<file path="src/rtl/dino_motion_ctrl_if.sv">
// Bundle of per-frame inputs from the scrollers/buttons and the values
// handed to the VGA renderer.
//
// Handshake: there is no valid/ready pair. frame_tick is a one-dclk
// qualifier with no backpressure; every other input is sampled only on
// cycles where frame_tick is high, and every output changes only on the
// dclk edge that samples frame_tick high (or on clr).
interface dino_motion_ctrl_if;
  logic       frame_tick;
  logic       jump_btn;
  logic       restart_btn;
  logic [9:0] obstacle_h;
  logic [9:0] obstacle_v;
  logic [7:0] obstacle_width;
  logic [7:0] obstacle_height;
  logic [9:0] enemy_h;
  logic [9:0] enemy_v;
  logic [7:0] enemy_width;
  logic [7:0] enemy_height;

  logic [9:0] dino_h;
  logic [9:0] dino_v;
  logic       alive;
  logic [3:0] score3;
  logic [3:0] score2;
  logic [3:0] score1;
  logic [3:0] score0;
  logic       jumping;
  logic [1:0] state_dbg;

  // Frame source / game logic driver side.
  modport master (
    output frame_tick, jump_btn, restart_btn,
    output obstacle_h, obstacle_v, obstacle_width, obstacle_height,
    output enemy_h, enemy_v, enemy_width, enemy_height,
    input  dino_h, dino_v, alive, score3, score2, score1, score0, jumping,
    input  state_dbg
  );

  // Motion controller side.
  modport slave (
    input  frame_tick, jump_btn, restart_btn,
    input  obstacle_h, obstacle_v, obstacle_width, obstacle_height,
    input  enemy_h, enemy_v, enemy_width, enemy_height,
    output dino_h, dino_v, alive, score3, score2, score1, score0, jumping,
    output state_dbg
  );
endinterface

</file>
<file path="src/rtl/dino_motion_ctrl.sv">
// Per-frame Dino Run game-state engine: jump physics, collision against
// one obstacle and one enemy, and a 4-digit BCD score. All state moves
// only on frame_tick so the renderer sees stable values during a frame.
module dino_motion_ctrl #(
  parameter int GROUND_V  = 400,
  parameter int DINO_SIZE = 40,
  parameter int JUMP_VEL  = 15,
  parameter int GRAVITY   = 1,
  parameter int SCORE_DIV = 6
) (
  input  logic                dclk,
  input  logic                clr,
  dino_motion_ctrl_if.slave   bus
);

  typedef enum logic [1:0] {
    ST_GROUND  = 2'd0,
    ST_RISING  = 2'd1,
    ST_FALLING = 2'd2,
    ST_DEAD    = 2'd3
  } state_t;

  // Prescaler is at least 3 bits wide even for tiny dividers.
  localparam int PW = ($clog2(SCORE_DIV) > 3) ? $clog2(SCORE_DIV) : 3;

  localparam logic [9:0]        C_GROUND_V = 10'(GROUND_V);
  localparam logic [5:0]        C_JUMP_VEL = 6'(JUMP_VEL);
  localparam logic [5:0]        C_GRAVITY  = 6'(GRAVITY);
  localparam logic [PW-1:0]     C_PRE_LAST = PW'(SCORE_DIV - 1);
  localparam logic signed [10:0] C_EDGE    = 11'(DINO_SIZE - 1);

  // Bounding-box overlap of one object against the dino square, done in
  // 11-bit signed arithmetic so R-W can go negative without wrapping.
  function automatic logic obj_hit(
    input logic [9:0] r,
    input logic [7:0] w,
    input logic [9:0] t,
    input logic [7:0] hh,
    input logic [9:0] dv
  );
    logic signed [10:0] s_r;
    logic signed [10:0] s_w;
    logic signed [10:0] s_t;
    logic signed [10:0] s_h;
    logic signed [10:0] s_dv;
    s_r  = signed'({1'b0, r});
    s_w  = signed'({3'b000, w});
    s_t  = signed'({1'b0, t});
    s_h  = signed'({3'b000, hh});
    s_dv = signed'({1'b0, dv});
    return (s_r >= 11'sd1) &&
           ((s_r - s_w) <= C_EDGE) &&
           (s_t <= (s_dv + C_EDGE)) &&
           ((s_t + s_h) >= (s_dv + 11'sd1));
  endfunction

  state_t            r_state;
  logic [9:0]        r_dino_v;
  logic [5:0]        r_vel;
  logic [PW-1:0]     r_pre;
  logic [3:0][3:0]   r_score;
  logic              r_alive;
  logic              r_jumping;

  state_t            w_state_nx;
  logic [9:0]        w_dino_v_nx;
  logic [5:0]        w_vel_nx;
  logic [PW-1:0]     w_pre_nx;
  logic [3:0][3:0]   w_score_nx;
  logic              w_alive_nx;
  logic              w_jumping_nx;

  logic [3:0][3:0]   w_score_inc;
  logic              w_hit_obs;
  logic              w_hit_enemy;
  logic              w_collide;
  logic [10:0]       w_dv_sum;
  logic [6:0]        w_vel_up;

  assign w_hit_obs   = obj_hit(bus.obstacle_h, bus.obstacle_width,
                               bus.obstacle_v, bus.obstacle_height, r_dino_v);
  assign w_hit_enemy = obj_hit(bus.enemy_h, bus.enemy_width,
                               bus.enemy_v, bus.enemy_height, r_dino_v);
  assign w_collide   = (r_state != ST_DEAD) && (w_hit_obs || w_hit_enemy);

  assign w_dv_sum = {1'b0, r_dino_v} + {5'b00000, r_vel};
  assign w_vel_up = {1'b0, r_vel} + {1'b0, C_GRAVITY};

  // BCD increment with ripple carry; 9999 rolls over to 0000.
  always_comb begin
    logic v_carry;
    w_score_inc = r_score;
    v_carry     = 1'b1;
    for (int i = 0; i < 4; i++) begin
      if (v_carry) begin
        if (r_score[i] == 4'd9) begin
          w_score_inc[i] = 4'd0;
        end else begin
          w_score_inc[i] = r_score[i] + 4'd1;
          v_carry        = 1'b0;
        end
      end
    end
  end

  // Next-state and next-register values; nothing moves without frame_tick.
  always_comb begin
    w_state_nx   = r_state;
    w_dino_v_nx  = r_dino_v;
    w_vel_nx     = r_vel;
    w_pre_nx     = r_pre;
    w_score_nx   = r_score;
    w_alive_nx   = r_alive;
    w_jumping_nx = r_jumping;
    if (bus.frame_tick) begin
      if (r_state == ST_DEAD) begin
        if (bus.restart_btn) begin
          w_state_nx   = ST_GROUND;
          w_dino_v_nx  = C_GROUND_V;
          w_vel_nx     = '0;
          w_pre_nx     = '0;
          w_score_nx   = '0;
          w_alive_nx   = 1'b1;
          w_jumping_nx = 1'b0;
        end
      end else if (w_collide) begin
        // Position, velocity and score freeze where the hit happened.
        w_state_nx   = ST_DEAD;
        w_alive_nx   = 1'b0;
        w_jumping_nx = 1'b0;
      end else begin
        case (r_state)
          ST_GROUND: begin
            if (bus.jump_btn) begin
              w_state_nx   = ST_RISING;
              w_vel_nx     = C_JUMP_VEL;
              w_jumping_nx = 1'b1;
            end
          end
          ST_RISING: begin
            w_dino_v_nx = r_dino_v - {4'b0000, r_vel};
            if (r_vel <= C_GRAVITY) begin
              w_vel_nx   = '0;
              w_state_nx = ST_FALLING;
            end else begin
              w_vel_nx = r_vel - C_GRAVITY;
            end
          end
          ST_FALLING: begin
            if (w_dv_sum >= {1'b0, C_GROUND_V}) begin
              // Landing tick; a held jump_btn relaunches only next tick.
              w_dino_v_nx  = C_GROUND_V;
              w_vel_nx     = '0;
              w_state_nx   = ST_GROUND;
              w_jumping_nx = 1'b0;
            end else begin
              w_dino_v_nx = w_dv_sum[9:0];
              w_vel_nx    = (w_vel_up > {1'b0, C_JUMP_VEL}) ? C_JUMP_VEL
                                                            : w_vel_up[5:0];
            end
          end
          default: begin
          end
        endcase
        if (r_pre == C_PRE_LAST) begin
          w_pre_nx   = '0;
          w_score_nx = w_score_inc;
        end else begin
          w_pre_nx = r_pre + PW'(1);
        end
      end
    end
  end

  // State and datapath registers; clr returns everything to the start screen.
  always_ff @(posedge dclk or posedge clr) begin
    if (clr) begin
      r_state   <= ST_GROUND;
      r_dino_v  <= C_GROUND_V;
      r_vel     <= '0;
      r_pre     <= '0;
      r_score   <= '0;
      r_alive   <= 1'b1;
      r_jumping <= 1'b0;
    end else begin
      r_state   <= w_state_nx;
      r_dino_v  <= w_dino_v_nx;
      r_vel     <= w_vel_nx;
      r_pre     <= w_pre_nx;
      r_score   <= w_score_nx;
      r_alive   <= w_alive_nx;
      r_jumping <= w_jumping_nx;
    end
  end

  assign bus.dino_h    = 10'd0;
  assign bus.dino_v    = r_dino_v;
  assign bus.alive     = r_alive;
  assign bus.jumping   = r_jumping;
  assign bus.score3    = r_score[3];
  assign bus.score2    = r_score[2];
  assign bus.score1    = r_score[1];
  assign bus.score0    = r_score[0];
  assign bus.state_dbg = r_state;

endmodule

</file>
<file path="src/flat_wrapper.sv">
// flat-port wrapper written by rule: the top's interface ports become plain ports
module dino_motion_ctrl_flat 
#(
  parameter int GROUND_V  = 400,
  parameter int DINO_SIZE = 40,
  parameter int JUMP_VEL  = 15,
  parameter int GRAVITY   = 1,
  parameter int SCORE_DIV = 6
)
  (dclk, clr, bus_frame_tick, bus_jump_btn, bus_restart_btn, bus_obstacle_h, bus_obstacle_v, bus_obstacle_width, bus_obstacle_height, bus_enemy_h, bus_enemy_v, bus_enemy_width, bus_enemy_height, bus_dino_h, bus_dino_v, bus_alive, bus_score3, bus_score2, bus_score1, bus_score0, bus_jumping, bus_state_dbg);
  dino_motion_ctrl_if bus_i ();
  input  logic dclk;
  input  logic clr;
  input wire logic [$bits(bus_i.frame_tick)-1:0] bus_frame_tick;
  input wire logic [$bits(bus_i.jump_btn)-1:0] bus_jump_btn;
  input wire logic [$bits(bus_i.restart_btn)-1:0] bus_restart_btn;
  input wire logic [$bits(bus_i.obstacle_h)-1:0] bus_obstacle_h;
  input wire logic [$bits(bus_i.obstacle_v)-1:0] bus_obstacle_v;
  input wire logic [$bits(bus_i.obstacle_width)-1:0] bus_obstacle_width;
  input wire logic [$bits(bus_i.obstacle_height)-1:0] bus_obstacle_height;
  input wire logic [$bits(bus_i.enemy_h)-1:0] bus_enemy_h;
  input wire logic [$bits(bus_i.enemy_v)-1:0] bus_enemy_v;
  input wire logic [$bits(bus_i.enemy_width)-1:0] bus_enemy_width;
  input wire logic [$bits(bus_i.enemy_height)-1:0] bus_enemy_height;
  output wire logic [$bits(bus_i.dino_h)-1:0] bus_dino_h;
  output wire logic [$bits(bus_i.dino_v)-1:0] bus_dino_v;
  output wire logic [$bits(bus_i.alive)-1:0] bus_alive;
  output wire logic [$bits(bus_i.score3)-1:0] bus_score3;
  output wire logic [$bits(bus_i.score2)-1:0] bus_score2;
  output wire logic [$bits(bus_i.score1)-1:0] bus_score1;
  output wire logic [$bits(bus_i.score0)-1:0] bus_score0;
  output wire logic [$bits(bus_i.jumping)-1:0] bus_jumping;
  output wire logic [$bits(bus_i.state_dbg)-1:0] bus_state_dbg;
  assign bus_i.frame_tick = bus_frame_tick;
  assign bus_i.jump_btn = bus_jump_btn;
  assign bus_i.restart_btn = bus_restart_btn;
  assign bus_i.obstacle_h = bus_obstacle_h;
  assign bus_i.obstacle_v = bus_obstacle_v;
  assign bus_i.obstacle_width = bus_obstacle_width;
  assign bus_i.obstacle_height = bus_obstacle_height;
  assign bus_i.enemy_h = bus_enemy_h;
  assign bus_i.enemy_v = bus_enemy_v;
  assign bus_i.enemy_width = bus_enemy_width;
  assign bus_i.enemy_height = bus_enemy_height;
  assign bus_dino_h = bus_i.dino_h;
  assign bus_dino_v = bus_i.dino_v;
  assign bus_alive = bus_i.alive;
  assign bus_score3 = bus_i.score3;
  assign bus_score2 = bus_i.score2;
  assign bus_score1 = bus_i.score1;
  assign bus_score0 = bus_i.score0;
  assign bus_jumping = bus_i.jumping;
  assign bus_state_dbg = bus_i.state_dbg;
  dino_motion_ctrl #(.GROUND_V(GROUND_V), .DINO_SIZE(DINO_SIZE), .JUMP_VEL(JUMP_VEL), .GRAVITY(GRAVITY), .SCORE_DIV(SCORE_DIV)) u_core (.dclk(dclk), .clr(clr), .bus(bus_i));
endmodule
</file>
<file path="config.mk">
export PLATFORM = sky130hd
export DESIGN_NAME = dino_motion_ctrl_flat
export DESIGN_NICKNAME = d
export VERILOG_FILES = /design/src/rtl/dino_motion_ctrl_if.sv /design/src/rtl/dino_motion_ctrl.sv /design/src/flat_wrapper.sv
export SDC_FILE = /design/constraint.sdc
export NUM_CORES = 1
export LEC_CHECK = 0
export CAP_MARGIN = 20
export CORE_ASPECT_RATIO = 0.5
export CORE_MARGIN = 8
export CORE_UTILIZATION = 49
export CTS_BUF_LIST = sky130_fd_sc_hd__clkbuf_4 sky130_fd_sc_hd__clkbuf_8 sky130_fd_sc_hd__clkbuf_16
export DETAILED_ROUTE_END_ITERATION = 10
export HOLD_SLACK_MARGIN = 0.1
export PLACE_DENSITY = 0.79
export SLEW_MARGIN = 20
export SYNTH_ARGS = -nofsm -noshare
export SYNTH_HDL_FRONTEND = slang
export SYNTH_SLANG_ARGS = --single-unit
</file>
<file path="constraint.sdc">
create_clock -name dclk -period 3.3 [get_ports dclk]
set_input_delay 0.66 -clock dclk [delete_from_list [all_inputs] [get_ports dclk]]
set_output_delay 0.66 -clock dclk [all_outputs]
set_load 0.005 [all_outputs]
</file>
======== Word level (Yosys, flattened, before mapping) ========
Index checks and enable logic that the tools add are counted.
operators by class
  add/sub/neg operators ................... 15
  $lt $le $gt $ge ......................... 11
  equality and inequality tests ........... 15
  multiplexer cells ....................... 49
  reductions and logical operators ........ 28
operators with widths
  kind                     count
  $mux W16                 4
  $mux W6                  7
  $mux W10                 4
  $mux W4                  7
  $reduce_and A5 Y1        5
  $add A10 B8 Y11          2
  $ge A11 B11 Y1           2
  $le A11 B11 Y1           2
  $le A11 B7 Y1 const B    2
  $sub A10 B8 Y11          2
  $ge A10 B1 Y1 const B    2
  $pmux W10 S2             1
  $pmux W6 S3              1
  $add A4 B1 Y4 const B    4
  $eq A4 B4 Y1 const B     4
  $mux W1                  13
  $mux W2                  6
  $mux W3                  4
  $add A10 B1 Y11 const B  1
  $add A10 B6 Y11          1
  $add A10 B6 Y11 const B  1
  $ge A11 B9 Y1 const B    1
  $reduce_bool A2 Y1       5
  $sub A10 B6 Y10          1
  23 further kinds         36
word-level totals
  register bits after elaboration ......... 39
  input bits .............................. 77
  output and inout bits ................... 40
  logic and storage cells ................. 128

======== Depth between registers and ports, before layout ========
  depth after elaboration ................. 9
  gate-level depth with buffers ........... 22
  mapped depth without buffers ............ 21

======== Worst setup path before layout ========
OpenSTA, ideal clock, no wires.
  path kind ............................... input-to-reg
  from .................................... in bus_enemy_height[0]
  to ...................................... reg u_core.r_score (netlist bit u_core.bus.score1[2])
  setup time .............................. 120 ps
  arrival time ............................ 4255 ps
  data required time ...................... 3180 ps
  slack ................................... -1075 ps
  stages on the path ...................... 21
  buffers on the path ..................... 1
  cells stage by stage .................... ha_1 > inv_1 > fa_1 > inv_1 > a21oi_1 > o21ai_0 > a21oi_1 > nor2_1 > o21ai_0 > nand2b_1 > a21o_1 > xor2_1 > ha_1 > a21o_1 > a2111o_1 > a41oi_1 > a221oi_4 > a22o_2 > buf_6 > o311a_1 > a41o_1
between the ends
  word-level cells in the longest chain between the ends .. 7
RTL lines
  item                         RTL line                 text
  start, declared              flat_wrapper.sv:24       input wire logic [$bits(bus_i.enemy_height)-1:0] bus_enemy_height;
  $add A10 B8 Y11              dino_motion_ctrl.sv:54   ((s_t + s_h) >= (s_dv + 11'sd1));
  $ge A11 B11 Y1               dino_motion_ctrl.sv:54
  $logic_and A1 B1 Y1          dino_motion_ctrl.sv:53   (s_t <= (s_dv + C_EDGE)) &&
  $logic_or A1 B1 Y1           dino_motion_ctrl.sv:84   assign w_collide = (r_state != ST_DEAD) && (w_hit_obs || w_hit_enemy);
  $logic_and A1 B1 Y1          dino_motion_ctrl.sv:84
  $ne A2 B2 Y1 (no line)       n/a
  $reduce_and A5 Y1 (no line)  n/a
  end signal, assigned         dino_motion_ctrl.sv:190  r_score <= w_score_nx;
  end, declared                dino_motion_ctrl.sv:61   logic [3:0][3:0] r_score;
Every way passes these cells.
A chain may end at the register's enable or synchronous reset.

======== Worst setup path after layout ========
  from .................................... in bus_obstacle_v[0]
  to ...................................... reg u_core.r_pre[1]
between the ends
  word-level cells in the longest chain between the ends .. 7
  elaborated cells on any way between the ends .. 9
  those cells by class .................... add/sub: 1; order compare: 2; eq/ne: 1; reduce/logical: 5
RTL lines
  item                                                   RTL line                                        text
  start, declared                                        flat_wrapper.sv:18                              input wire logic [$bits(bus_i.obstacle_v)-1:0] bus_obstacle_v;
  $add A10 B8 Y11 or $le A11 B11 Y1 (tied branches)      dino_motion_ctrl.sv:54, dino_motion_ctrl.sv:53
  $ge A11 B11 Y1 or $logic_and A1 B1 Y1 (tied branches)  dino_motion_ctrl.sv:54, dino_motion_ctrl.sv:52
  $logic_and A1 B1 Y1 (*)                                dino_motion_ctrl.sv:53
  $logic_or A1 B1 Y1 (*)                                 dino_motion_ctrl.sv:84
  $logic_and A1 B1 Y1 (*)                                dino_motion_ctrl.sv:84
  $ne A2 B2 Y1 (no line) (*)                             n/a
  $reduce_and A3 Y1 (no line) (*)                        n/a
  end signal, assigned                                   dino_motion_ctrl.sv:189                         r_pre <= w_pre_nx;
  end, declared                                          dino_motion_ctrl.sv:60                          logic [PW-1:0] r_pre;
Mark *: on every way between the ends. The rest lies on a longest branch, timed or not.

==> results.sh <==
export IMPL_slew_headroom_pct=38.00
export IMPL_irDropWorstVdd_uv=436.5
export IMPL_synth_edf_count=0
export IMPL_p_total_mw=7.196
export IMPL_initial_core_util_pct=49.59
export IMPL_dpl_hpwl_mm=15.60
export IMPL_synth_compound_area_share_pct=28.74
export IMPL_drv_slew=0
export IMPL_cts_hold_buf=0
export IMPL_drive_above_1_share_pct=27.33
export IMPL_yosysWarnings=0
export IMPL_setup_slack_ns=-0.8610
export IMPL_maxCapViolations=0
export IMPL_grt_pass1_vias=7268
export IMPL_comb_power_share_pct=80.9
export IMPL_hold_violations=0
export IMPL_p_seq_share_pct=12.2
export IMPL_cp_end_kind="flop"
export IMPL_timing_final_crit_share_pct=126.1
export IMPL_core_um2=12480
export IMPL_io_pins=117
export IMPL_synthAdderAreaFrac_pct=22.76
export IMPL_synth_simple_area_share_pct=16.76
export IMPL_grt_busiest_layer="met2"
export IMPL_status="finished, violations left"
export IMPL_yosys_register_bits=39
export IMPL_overflow=0
export IMPL_worst_pin_slew_ns=0.9215
export IMPL_drtIter0Drc=543
export IMPL_grt_usage_pct=24.82
export IMPL_synth_seq_area_share_pct=15.85
export IMPL_synthTopCellsByCount="ha_1, inv_1, a21oi_1"
export IMPL_violations="setup timing"
export IMPL_drc=0
export IMPL_cts_tree="yes"
export IMPL_use_met2_pct=45.99
export IMPL_placed_cell_area_um2=8416
export IMPL_synth_top_family_by_area="compound AO/OA/AOI/OAI gates"
export IMPL_async_reset_ff_share_pct=100.0
export IMPL_clockBufferDepth=2
export IMPL_grtUsageMet3_pct=4.032
export IMPL_hold_path_class="flop to flop"
export IMPL_routed_wl_mm=21.24
export IMPL_grt_max_degree=40
export IMPL_crit_required_ns=3.47
export IMPL_synth_avg_cell_area_um2=8.049
export IMPL_setup_violations=39
export IMPL_cts_buffers=5
export IMPL_synthFlopType="dfrtp_1"
export IMPL_vias=7040
export IMPL_netSwitchingPower_mw=3.414
export IMPL_n_antenna_cell=0
export IMPL_fin_crit_ns=4.161
export IMPL_max_freq_mhz=240.3
export IMPL_synth_mux_area_share_pct=1.415
export IMPL_synth_area_leaders="ha_1, dfrtp_1, inv_1"
export IMPL_fp_dieH_um=95.48
export IMPL_via_per_inst=5.876
export IMPL_synth_top_cell_area_share_pct=20.82
export IMPL_leakagePower_nw=4.331
export IMPL_finClkSkew_ns=0.009652
export IMPL_antenna_found_initial=0
export IMPL_clkTransAtPathRegs_ns=0.07
export IMPL_gp_congestion=0.9598
export IMPL_path_class="input port to flop"
export IMPL_intPower_mw=3.782
export IMPL_ys_types=86
export IMPL_rsz0062_at_grt="yes"
export IMPL_drt_first_pass_iters=5
export IMPL_grt_pass1_wl_mm=34.64
export IMPL_netlist_area_um2=6190
export IMPL_swShare_pct=47.44
export IMPL_syn_inst=769
export IMPL_clockRootBuffer="clkbuf_16"
export IMPL_synth_most_common_cell="ha_1"
export IMPL_fin_area_um2=9221
export IMPL_synth_xor_area_share_pct=6.084
export IMPL_cp_arrival_ns=4.33
export IMPL_wl_per_cell_um=17.73
export IMPL_fp_row_count=29
export IMPL_yosys_area_top_type="ha_1"
export IMPL_port_buffers=106
export IMPL_clock_latency_ns=0.29
export IMPL_cts_sinks=39
export IMPL_p_clk_share_pct=6.9
export IMPL_crit_fanout=8
export IMPL_die_x_um=174.9
export IMPL_ctsHtreeMaxLevel=2
export IMPL_power_density_nw_per_um2=780.3
export IMPL_die_area_um2=16700
export IMPL_area_growth_pct=48.98
export IMPL_ant_nets=0
export IMPL_globalRouteMet1Util_pct=29.28
export IMPL_start_kind="input port"
export IMPL_nets=1213
## worst max-delay path: stages
cell and delay [ns]:
buf_8 0.10, ha_4 0.15, inv_2 0.04, fa_2 0.19, inv_2 0.04, a21oi_2 0.12
o21ai_2 0.07, a21oi_1 0.15, o21bai_1 0.10, a21o_1 0.19, a21o_1 0.19, and3_4 0.16
ha_4 0.26, inv_2 0.03, or3_4 0.37, a2bb2oi_2 0.15, a21oi_1 0.12, o21ai_1 0.07
and4bb_2 0.30, a22oi_4 0.25, buf_12 0.14, buf_12 0.13, a21oi_1 0.07, a221o_1 0.28
## sequential cells by signal, indices dropped and copies added (netlist names)
signal,count
u_core.bus.alive,1
u_core.bus.score2,4
u_core.bus.score3,4
u_core.bus.score1,4
u_core.r_pre,3
u_core.bus.dino_v,10
u_core.bus.state_dbg,2
u_core.r_vel,6
u_core.bus.jumping,1
u_core.bus.score0,4
## power groups by stage
stage / Sequential, mW / Combinational [mW] / Clock (mW)
after floorplan: 0.879 / 3.18 / 0
after global placement: 0.867 / 4.94 / 0
after detailed placement: 0.874 / 5.13 / 0
after CTS: 0.870 / 5.61 / 0.498
after global routing: 0.902 / 6.33 / 0.516
final: 0.879 / 5.82 / 0.497
## layout by cell type (no fill, tap or decap), types with 6 or more instances in the layout
cell / instances
buf_4: 157
ha_1: 91
clkdlybuf4s50_1: 86
inv_1: 79
nor2_1: 45
a21oi_1: 43
dfrtp_1: 35
nand2_1: 34
xnor2_1: 30
nor3_1: 22
nand3_1: 21
o21ai_0: 20
a21o_1: 18
o21ai_1: 16
a31oi_1: 15
nor2b_1: 14
nand4_1: 13
xor2_1: 12
ha_4: 11
dlygate4sd2_1: 11
inv_2: 10
conb_1: 10
o21bai_1: 9
a21oi_2: 9
o221ai_1: 9
buf_6: 9
o21a_1: 8
o31ai_1: 8
o211ai_1: 7
nand2b_1: 6
and3_1: 6
nor4_1: 6
a211o_1: 6
a41oi_2: 6
o21ai_2: 6
## logic make-up (layout without fill, tap and decap cells)
family          after synthesis  count (layout)
compound gates              245             245
xor+xnor                     43              43
fa+ha+maj                   109             109
buf+inv                     123             373
flops                        39              39
mux                           8               8
other cells                   1              10
simple gates                201             201
## through the flow
| step | TNS, ns | utilization [%] | std cells | hold WS, ns | setup slack [ns] |
|---|---|---|---|---|---|
| floorplan | -31.27 | - | 778 | 0.4820 | -0.9770 |
| CTS | -28.12 | 73.00 | 1194 | 0.5058 | -0.8055 |
| finish | -30.67 | 73.88 | 1198 | 0.4820 | -0.8610 |
| detailed placement | -59.81 | 67.42 | 1158 | 0.4949 | -1.621 |
| global placement | -56.48 | 67.42 | 1158 | 0.5020 | -1.519 |
| global route | -37.13 | 73.88 | 1198 | 0.4989 | -1.065 |
## timing repair
action	CTS	global route
buffers inserted	26	4
pin swaps	69	24
gates cloned	3	0
resized for setup	112	17
endpoints found under the setup margin	39	39
## path summary, 6_finish.rpt
kind                                                       start                          endpoint  slack [ns]  cells past startpoint
max in group asynchronous                                    clr       u_core.r_vel[2]$_DFFE_PP0P_        2.09                      3
worst min register to register      u_core.bus.alive$_DFFE_PP1P_      u_core.bus.alive$_DFFE_PP1P_        0.48                      2
worst min-delay path                u_core.bus.alive$_DFFE_PP1P_      u_core.bus.alive$_DFFE_PP1P_        0.48                      2
worst max register to register  u_core.bus.dino_v[1]$_DFFE_PP0P_  u_core.bus.dino_v[1]$_DFFE_PP0P_       -0.60                     16
min in group asynchronous                                    clr       u_core.r_vel[4]$_DFFE_PP0P_        0.83                      3
worst max-delay path                           bus_obstacle_v[0]       u_core.r_pre[1]$_DFFE_PP0P_       -0.86                     24
## routing by layer
| layer | wire length, µm | part of all wire (%) | vias up |
|---|---|---|---|
| li1 | - | - | 3348 |
| met1 | 8643 | 41 | 3332 |
| met2 | 10610 | 50 | 313 |
| met3 | 1504 | 7.1 | 47 |
| met4 | 482 | 2.3 | 0 |
| met5 | 0 | 0 | - |
## final cells by class
cell class,instances,area [µm²]
flip-flops and latches,39,980.9
clock buffers,5,125.1
well taps,170,212.7
inverters,90,337.8
clock inverters,3,20.02
multi-input cells,616,5115
repair buffers,275,2430
fillers,935,3261
(Power assumes the default switching activity.)
